==> src/rtl/pool2d_stream.sv <==
// pool2d_stream: streaming non-overlapping POOLxPOOL max/average pooling engine.
// A feature-map frame arrives as CHANNELS raster-ordered planes. One row of
// partial accumulators (one per output column) is kept instead of a frame buffer.
// Ports:
//   clk, reset (sync, active-low)
//   enable             - run permission; low blocks input acceptance
//   mode               - 0 = max, 1 = average; latched on the first beat of a frame
//   in_data/in_valid/in_ready    - input sample stream
//   out_data/out_valid/out_ready - pooled output stream, single-entry register
//   out_last           - marks the final pooled value of the frame
//   busy               - frame in progress
//   frame_done         - one-cycle strobe after the final output transfer
module pool2d_stream #(
  parameter int unsigned DATA_WIDTH = 16,
  parameter int unsigned IN_WIDTH   = 62,
  parameter int unsigned IN_HEIGHT  = 62,
  parameter int unsigned CHANNELS   = 30,
  parameter int unsigned POOL       = 2
) (
  input  logic                  clk,
  input  logic                  reset,
  input  logic                  enable,
  input  logic                  mode,
  input  logic [DATA_WIDTH-1:0] in_data,
  input  logic                  in_valid,
  output logic                  in_ready,
  output logic [DATA_WIDTH-1:0] out_data,
  output logic                  out_valid,
  input  logic                  out_ready,
  output logic                  out_last,
  output logic                  busy,
  output logic                  frame_done
);

  localparam int unsigned LOG2P = $clog2(POOL);
  localparam int unsigned SHIFT = 2 * LOG2P;
  localparam int unsigned ACC_W = DATA_WIDTH + SHIFT;
  localparam int unsigned OUT_W = IN_WIDTH / POOL;
  localparam int unsigned OUT_H = IN_HEIGHT / POOL;
  localparam int unsigned COL_W = $clog2(IN_WIDTH + 1);
  localparam int unsigned ROW_W = $clog2(IN_HEIGHT + 1);
  localparam int unsigned CH_W  = (CHANNELS > 1) ? $clog2(CHANNELS) : 1;
  localparam int unsigned IDX_W = (OUT_W > 1) ? $clog2(OUT_W) : 1;

  typedef enum logic [1:0] {IDLE, RUN, FLUSH, DONE} state_t;

  state_t state, state_nx;

  logic [COL_W-1:0] col;
  logic [ROW_W-1:0] row;
  logic [CH_W-1:0]  ch;
  logic             mode_q;

  logic signed [ACC_W-1:0] acc [OUT_W];

  logic                    xfer_in, xfer_out;
  logic                    last_beat, last_window, in_win;
  logic                    first_beat, end_beat, beat_mode;
  logic [LOG2P-1:0]        col_ph, row_ph;
  logic [IDX_W-1:0]        idx;
  logic signed [ACC_W-1:0] sample_ext, acc_cur, combined, avg_val;
  logic [DATA_WIDTH-1:0]   pooled;

  // Handshake; in_ready is held low while reset is asserted.
  assign in_ready = reset && enable && (state == IDLE || state == RUN) &&
                    (!out_valid || out_ready);
  assign xfer_in  = in_valid && in_ready;
  assign xfer_out = out_valid && out_ready;

  // Position decode for the current beat.
  assign last_beat   = (ch == CH_W'(CHANNELS - 1)) && (row == ROW_W'(IN_HEIGHT - 1)) &&
                       (col == COL_W'(IN_WIDTH - 1));
  assign in_win      = (col < COL_W'(OUT_W * POOL)) && (row < ROW_W'(OUT_H * POOL));
  assign last_window = (ch == CH_W'(CHANNELS - 1)) && (row == ROW_W'(OUT_H * POOL - 1)) &&
                       (col == COL_W'(OUT_W * POOL - 1));
  assign col_ph      = col[LOG2P-1:0];
  assign row_ph      = row[LOG2P-1:0];
  assign first_beat  = (col_ph == '0) && (row_ph == '0);
  assign end_beat    = (&col_ph) && (&row_ph);
  // The first beat of a frame uses the live mode; later beats use the latched one.
  assign beat_mode   = (state == IDLE) ? mode : mode_q;
  assign sample_ext  = {{SHIFT{in_data[DATA_WIDTH-1]}}, in_data};

  // Accumulator index, clamped for discarded beats so the read stays in range.
  always_comb begin
    idx = '0;
    if (in_win) idx = IDX_W'(col >> LOG2P);
  end

  assign acc_cur = acc[idx];

  // Window combine and final pooled value.
  always_comb begin
    combined = sample_ext;
    if (!first_beat) begin
      if (beat_mode) combined = acc_cur + sample_ext;
      else           combined = (sample_ext > acc_cur) ? sample_ext : acc_cur;
    end
    avg_val = combined >>> SHIFT;
    pooled  = beat_mode ? DATA_WIDTH'(avg_val) : DATA_WIDTH'(combined);
  end

  // Accumulator row; contents need no reset since each window starts with a load.
  always_ff @(posedge clk) begin
    if (xfer_in && in_win) acc[idx] <= combined;
  end

  // Counters, mode latch and output register.
  always_ff @(posedge clk) begin
    if (!reset) begin
      col       <= '0;
      row       <= '0;
      ch        <= '0;
      mode_q    <= 1'b0;
      out_valid <= 1'b0;
      out_data  <= '0;
      out_last  <= 1'b0;
    end else begin
      if (xfer_out) out_valid <= 1'b0;
      if (xfer_in) begin
        if (state == IDLE) mode_q <= mode;
        if (col == COL_W'(IN_WIDTH - 1)) begin
          col <= '0;
          if (row == ROW_W'(IN_HEIGHT - 1)) begin
            row <= '0;
            ch  <= (ch == CH_W'(CHANNELS - 1)) ? '0 : ch + CH_W'(1);
          end else begin
            row <= row + ROW_W'(1);
          end
        end else begin
          col <= col + COL_W'(1);
        end
        if (in_win && end_beat) begin
          out_valid <= 1'b1;
          out_data  <= pooled;
          out_last  <= last_window;
        end
      end
    end
  end

  // FSM state register.
  always_ff @(posedge clk) begin
    if (!reset) state <= IDLE;
    else        state <= state_nx;
  end

  // FSM next state. In FLUSH an empty output register means the last value
  // already left before the trailing discarded beats.
  always_comb begin
    state_nx = state;
    unique case (state)
      IDLE:  if (xfer_in) state_nx = RUN;
      RUN:   if (xfer_in && last_beat)
               state_nx = (xfer_out && out_last) ? DONE : FLUSH;
      FLUSH: if (!out_valid || (xfer_out && out_last)) state_nx = DONE;
      DONE:  state_nx = IDLE;
      default: state_nx = IDLE;
    endcase
  end

  // FSM status outputs.
  always_comb begin
    busy       = 1'b0;
    frame_done = 1'b0;
    unique case (state)
      RUN, FLUSH: busy = 1'b1;
      DONE:       frame_done = 1'b1;
      default: ;
    endcase
  end

endmodule

==> config.mk <==
export PLATFORM = sky130hd
export DESIGN_NAME = pool2d_stream
export DESIGN_NICKNAME = d
export VERILOG_FILES = /design/src/rtl/pool2d_stream.sv
export SDC_FILE = /design/constraint.sdc
export NUM_CORES = 1
export LEC_CHECK = 0
export CAP_MARGIN = 20
export CORE_ASPECT_RATIO = 0.7
export CORE_MARGIN = 5
export CORE_UTILIZATION = 55
export CTS_CLUSTER_DIAMETER = 80
export DETAILED_ROUTE_END_ITERATION = 12
export PLACE_DENSITY = 0.72
export SYNTH_ARGS = -nofsm -noshare
export SYNTH_HDL_FRONTEND = slang
export SYNTH_SLANG_ARGS = --single-unit
==> constraint.sdc <==
create_clock -name clk -period 7.7 [get_ports clk]
set_clock_uncertainty 0.2 [all_clocks]
set_input_delay 1.54 -clock clk [delete_from_list [all_inputs] [get_ports clk]]
set_output_delay 1.54 -clock clk [all_outputs]
set_load 0.03 [all_outputs]
==> metrics.yaml, run 1 <==
ys.flop_type: "edfxtp_1"
die_h_microns: 189
grt_remaining_overflow: 0
synth_edf_count: 558
fin_area_sq_mm: 0.0288
routedWlPerCell_microns: 32.4
synth_area_leaders: "edfxtp_1 66%, dfxtp_1 3.0%, nor2_1 2.7%"
antenna_found_initial: 0
power_density_mw_per_mm2: 253
p_seq_share_pct: 50.4
hold_end: "out_data[11]"
reg2reg_depth: 16
dieWidth_microns: 266
cts_buffers: 54
clk_pin_slew_worst_paths_ps: 70
worstSkewPairLatency_ps: 620
min_period_ps: 7740
drt_iter0_drc: 3335
internal-power_mw: 5.42
cts.htree.levels: 2
path_class: "reg -> reg"
design.die.area_sq_mm: 0.0505
period_share_pct: 100
post-place-ws_ps: 532
outcome: "complete, but fails checks"
n_antenna_cell: 0
ys_types: 88
start_kind: "flip-flop"
grt_usage_pct: 32.5
fmax_mhz: 129
rr_endpoint: "acc[30][1]"
cts.path.max_buffers: 3
grt_start_max_net_pins: 42
comb_power_share_pct: 12.1
core_area_sq_mm: 0.0453
synth_area_leader_cell: "edfxtp_1"
drtPass1Iterations: 6
pin_count: 43
dpl.hpwl_mm: 53.6
yosys_warnings: 0
grt_pass1_vias: 17100
cts-root-buf: "clkbuf_16"
synth_cells: 1851
hold_depth: 1
violations: "negative setup slack"
r2r_setup_slack_ps: -40
worst_ir_drop_vdd_v: 0.000188
post_drt_via_cell_ratio: 7.04
cp-end-kind: "flip-flop"
leakagePower_nw: 9.40
drive_gt1_share_pct: 13.6
required_ps: 7890
synthesis.area_sq_mm: 0.0253
gp_congestion: 0.949
cts.hold.buffers_added: 0
place_area_sq_mm: 0.0270
synth_most_common_cell: "edfxtp_1"
arrival_ps: 7920
worstPathMaxFanout: 31
hold_class: "reg -> reg"
r2r-start: "col[5]"
syn_nets: 1922
drc_errors: 0
syn_to_final_growth_pct: 13.8
startpoint: "col[5]"
hp-start: "out_data[11]"
grt_pass1_wl_mm: 120
finalHoldViolations: 0
detail-route-antenna-nets: 0
rows: 65
cts_sinks: 596
synthArstFlopShare_pct: 0
clkPwrFrac_pct: 37.5
synth_seq_cells: 596
start_util_pct: 55.9
fin_ws_ps: -35.7
nets: 2005
io_buffers: 42
synth_top_area_share_pct: 66.2
routed_wl_mm: 83.7
synth_commonest_cells: "558 x edfxtp_1, 179 x nor2_1, 107 x o22ai_1, 105 x nand2_1, 82 x a21oi_1"
drv_slew: 0
setup_viol: 31
seq_area_frac_synth_pct: 69.2
finalSetupTns_ps: -738
vias: 18200
p_sw_share_pct: 25.7
grt_setup_unrepaired: "no"
cts_tree: "done"
tightest_slew_ps: 1140
synth_area_per_cell_sq_um: 13.7
cts_resized: 0
p_sw_mw: 1.87
max-slew-margin-rel_pct: 23.6
post_cts_buffers: 0
cap_violations: 0
through the flow:
stage	total power [mW]	std cells	utilization, %	hold slack [ps]
2_1_floorplan	4.23	1851	-	272
3_3_place_gp	4.58	2478	59.6	252
3_5_place_dp	4.58	2478	59.6	264
4_1_cts	7.25	2578	63.5	284
5_1_grt	7.47	2581	63.6	300
6_report	7.29	2581	63.6	282
power by group through the flow:
stage	Combinational, mW	Clock [mW]	Sequential (mW)
6_report	0.883	2.74	3.67
3_3_place_gp	0.840	0	3.74
5_1_grt	0.925	2.87	3.67
4_1_cts	0.847	2.73	3.67
2_1_floorplan	0.486	0	3.74
3_5_place_dp	0.842	0	3.74
registers in the layout, summed over array words and instances (netlist names):
| register | count |
|---|---|
| out_last | 1 |
| mode_q | 1 |
| state | 2 |
| row | 6 |
| col | 6 |
| out_valid | 1 |
| acc | 558 |
| ch | 5 |
| out_data | 16 |
critical path, cell delays in order (launching register included):
cell and delay [ps]:
dfxtp_1 880, nand3_1 560, buf_4 370, nand2_1 600
o22ai_1 200, a211oi_1 320, o22ai_1 180, nor4_4 500
inv_1 90, ha_1 200, o311ai_0 800, nand4_1 230
a221o_1 450, a31oi_1 890, o32ai_1 270, a21oi_2 340
buf_4 390
layout make-up:
| cell class | count | area [sq um] |
|---|---|---|
| Timing Repair Buffer | 140 | 1210 |
| Clock buffer | 64 | 1390 |
| Multi-Input combinational cell | 1089 | 7340 |
| Sequential cell | 596 | 17500 |
| Fill cell | 3335 | 16500 |
| Tap cell | 603 | 754 |
| Clock inverter | 36 | 375 |
| Inverter | 53 | 199 |
logic make-up (layout without fill, tap and decap cells):
group	count (synthesis)	count (layout)	share of synthesized area, %
fa+ha+maj	49	49	2.45
mux	13	13	0.588
simple gates	447	447	8.29
flops	596	596	69.2
buf+inv	166	293	2.97
xor+xnor	25	25	0.865
compound gates	555	555	15.6
metal layers:
| layer | global-route usage (%) | up-vias | routed length [microns] |
|---|---|---|---|
| met2 | 44.7 | 1522 | 34100 |
| met1 | 48.9 | 8925 | 32900 |
| met4 | 9.34 | 0 | 3070 |
| met5 | 0 | - | 0 |
| met3 | 12.0 | 232 | 13600 |
| li1 | - | 7485 | - |
worst max-delay path by stage:
stage | to | slack (ps) | cells past startpoint
2_1_floorplan | acc[0][17] | 2050 | 19
3_3_place_gp | acc[23][1] | 420 | 16
3_5_place_dp | acc[12][1] | 530 | 16
4_1_cts | acc[20][1] | 490 | 16
5_1_grt | acc[12][1] | 20 | 16
6_report | acc[30][1] | -40 | 16
placed cells by master (no fill, tap or decap), types with 12 or more instances in the layout:
master / synthesis / final
ha_1: 48 / 48
nor2_4: 0 / 19
nand3_1: 20 / 20
clkbuf_16: 0 / 54
o211ai_1: 20 / 20
edfxtp_1: 558 / 558
nor3_1: 33 / 29
a22oi_1: 21 / 20
nor2b_1: 13 / 13
o22ai_1: 107 / 107
inv_1: 51 / 51
clkdlybuf4s50_1: 0 / 42
nand2b_1: 22 / 20
a21oi_1: 82 / 79
a221oi_1: 14 / 13
nand4_1: 17 / 17
o32ai_1: 15 / 15
buf_4: 7 / 92
nand2_1: 105 / 105
nor2_2: 0 / 13
o21ai_0: 75 / 68
o22a_1: 14 / 14
o31ai_1: 19 / 18
a211oi_1: 18 / 17
xnor2_1: 16 / 16
o221ai_1: 36 / 34
dfxtp_1: 38 / 36
nor2_1: 179 / 147
a22o_1: 12 / 12
a222oi_1: 13 / 13
Power figures use the tool's default switching activity.
==> run 2: changes to the inputs <==
- CELL_PAD_IN_SITES_DETAIL_PLACEMENT: not set -> 1
- CELL_PAD_IN_SITES_GLOBAL_PLACEMENT: not set -> 2
- CORE_UTILIZATION: 55 -> 45
- PLACE_DENSITY: 0.72 -> not set
- PLACE_DENSITY_LB_ADDON: not set -> 0.1
- SETUP_SLACK_MARGIN: not set -> 0.05
- SLEW_MARGIN: not set -> 20
==> metrics.yaml, run 2 (same netlist as run 1, synthesis figures left out) <==
largest-register: "acc"
n_antenna_cell: 0
place_area_sq_mm: 0.0272
cts.htree.levels: 2
drt_iter0_drc: 2618
placed_cells: 2624
arrival_ps: 7250
start_util_pct: 45.6
post-place-ws_ps: 888
drive_gt1_share_pct: 13.8
setup_viol: 0
cts-root-buf: "clkbuf_16"
io_buffers: 42
drtPass1Iterations: 6
dieWidth_microns: 293
die_h_microns: 208
period_share_pct: 91.9
detail-route-antenna-nets: 0
outcome: "finished, final reports clean"
dpl.hpwl_mm: 60.0
final-seq-area_sq_mm: 0.0175
antenna_found_initial: 2
grt_usage_pct: 29.8
syn_to_final_growth_pct: 14.5
cts_buffers: 56
cts.path.max_buffers: 3
hold_class: "reg -> reg"
fin_area_sq_mm: 0.0290
design.die.area_sq_mm: 0.0612
largest_reg_flops: 558
drc_errors: 0
cts.hold.buffers_added: 0
cts_resized: 0
fmax_mhz: 141
final_common_cell: "edfxtp_1"
nets: 2013
grt_start_max_net_pins: 72
finalHoldViolations: 0
cts_tree: "done"
cp-end-kind: "flip-flop"
start_kind: "flip-flop"
routedWlPerCell_microns: 34.2
fin_ws_ps: 624
pin_count: 43
grt_pass1_wl_mm: 132
grt_remaining_overflow: 0
clk_pin_slew_worst_paths_ps: 70
finalSetupTns_ps: 0
path_class: "reg -> reg"
tightest_slew_ps: 1140
worst_ir_drop_vdd_v: 0.000232
required_ps: 7870
worstSkewPairLatency_ps: 620
min_period_ps: 7080
instances_no_fill: 2725
multi_input_area_sq_mm: 0.00734
rows: 72
post_drt_via_cell_ratio: 6.63
grt_pass1_vias: 17500
largestRegisters: "acc (558), out_data (16)"
worstPathMaxFanout: 31
grt_setup_unrepaired: "no"
power_density_mw_per_mm2: 251
core_area_sq_mm: 0.0555
finalPower_mw: 7.29
post_cts_buffers: 0
max-slew-margin-rel_pct: 23.6
drv_slew: 0
leakagePower_nw: 9.43
cts_sinks: 596
vias: 18100
final_cell_mix: "558 x edfxtp_1, 147 x nor2_1, 107 x o22ai_1"
gp_congestion: 0.905
cap_violations: 0
routed_wl_mm: 93.3
fill_cells: 5455
-- run 2: where the power goes --
group | leakage (nW) | internal (mW) | switching, mW | total (mW)
clock network | 0.862 | 1.49 | 1.24 | 2.73
logic | 3.25 | 0.258 | 0.630 | 0.888
registers | 5.32 | 3.66 | 0.0152 | 3.67
total | 9.43 | 5.41 | 1.88 | 7.29
-- run 2: worst max-delay path, cell delays in order (launching register included) --
cell and delay [ps]:
dfxtp_1 690, nand3_1 470, buf_4 350, o211ai_4 340, buf_12 290, o22ai_1 110
o31ai_1 510, o2111a_1 270, nand3_1 340, inv_1 160, ha_1 320, nor4_1 580
nand4_1 240, o22ai_1 430, inv_1 140, a31oi_1 540, o32ai_1 260, a21oi_4 160
buf_4 350
-- run 2: layer usage --
metal  vias to the layer above  global-route usage (%)  wire length (microns)
met1                      9382                    45.7                  41300
met3                       159                    7.27                   9940
met2                      1025                    42.6                  39500
met4                         2                    7.48                   2580
li1                       7491                       -                      -
met5                         -                       0                     12
-- run 2: path summary, 6_finish.rpt --
path                                    from           end  slack (ps)  cells after the start
worst max-delay path                  col[5]    acc[14][1]         620                     18
worst min register to register  out_data[12]  out_data[12]         270                      2
worst max register to register        col[5]    acc[14][1]         620                     18
worst min-delay path            out_data[12]  out_data[12]         270                      2
-- run 2: final cells by class --
cell class              instances  area share [%]
flip-flops and latches        596            60.4
repair buffers                146            4.33
inverters                      53           0.686
clock inverters                33           0.842
multi-input cells            1089            25.3
clock buffers                  68            5.20
well taps                     740            3.19
-- run 2: stage by stage --
step / hold slack, ps / utilization [%]
after floorplan: 272 / -
after global placement: 249 / 49.1
after detailed placement: 258 / 49.1
after CTS: 277 / 52.2
after global routing: 289 / 52.2
final: 273 / 52.2
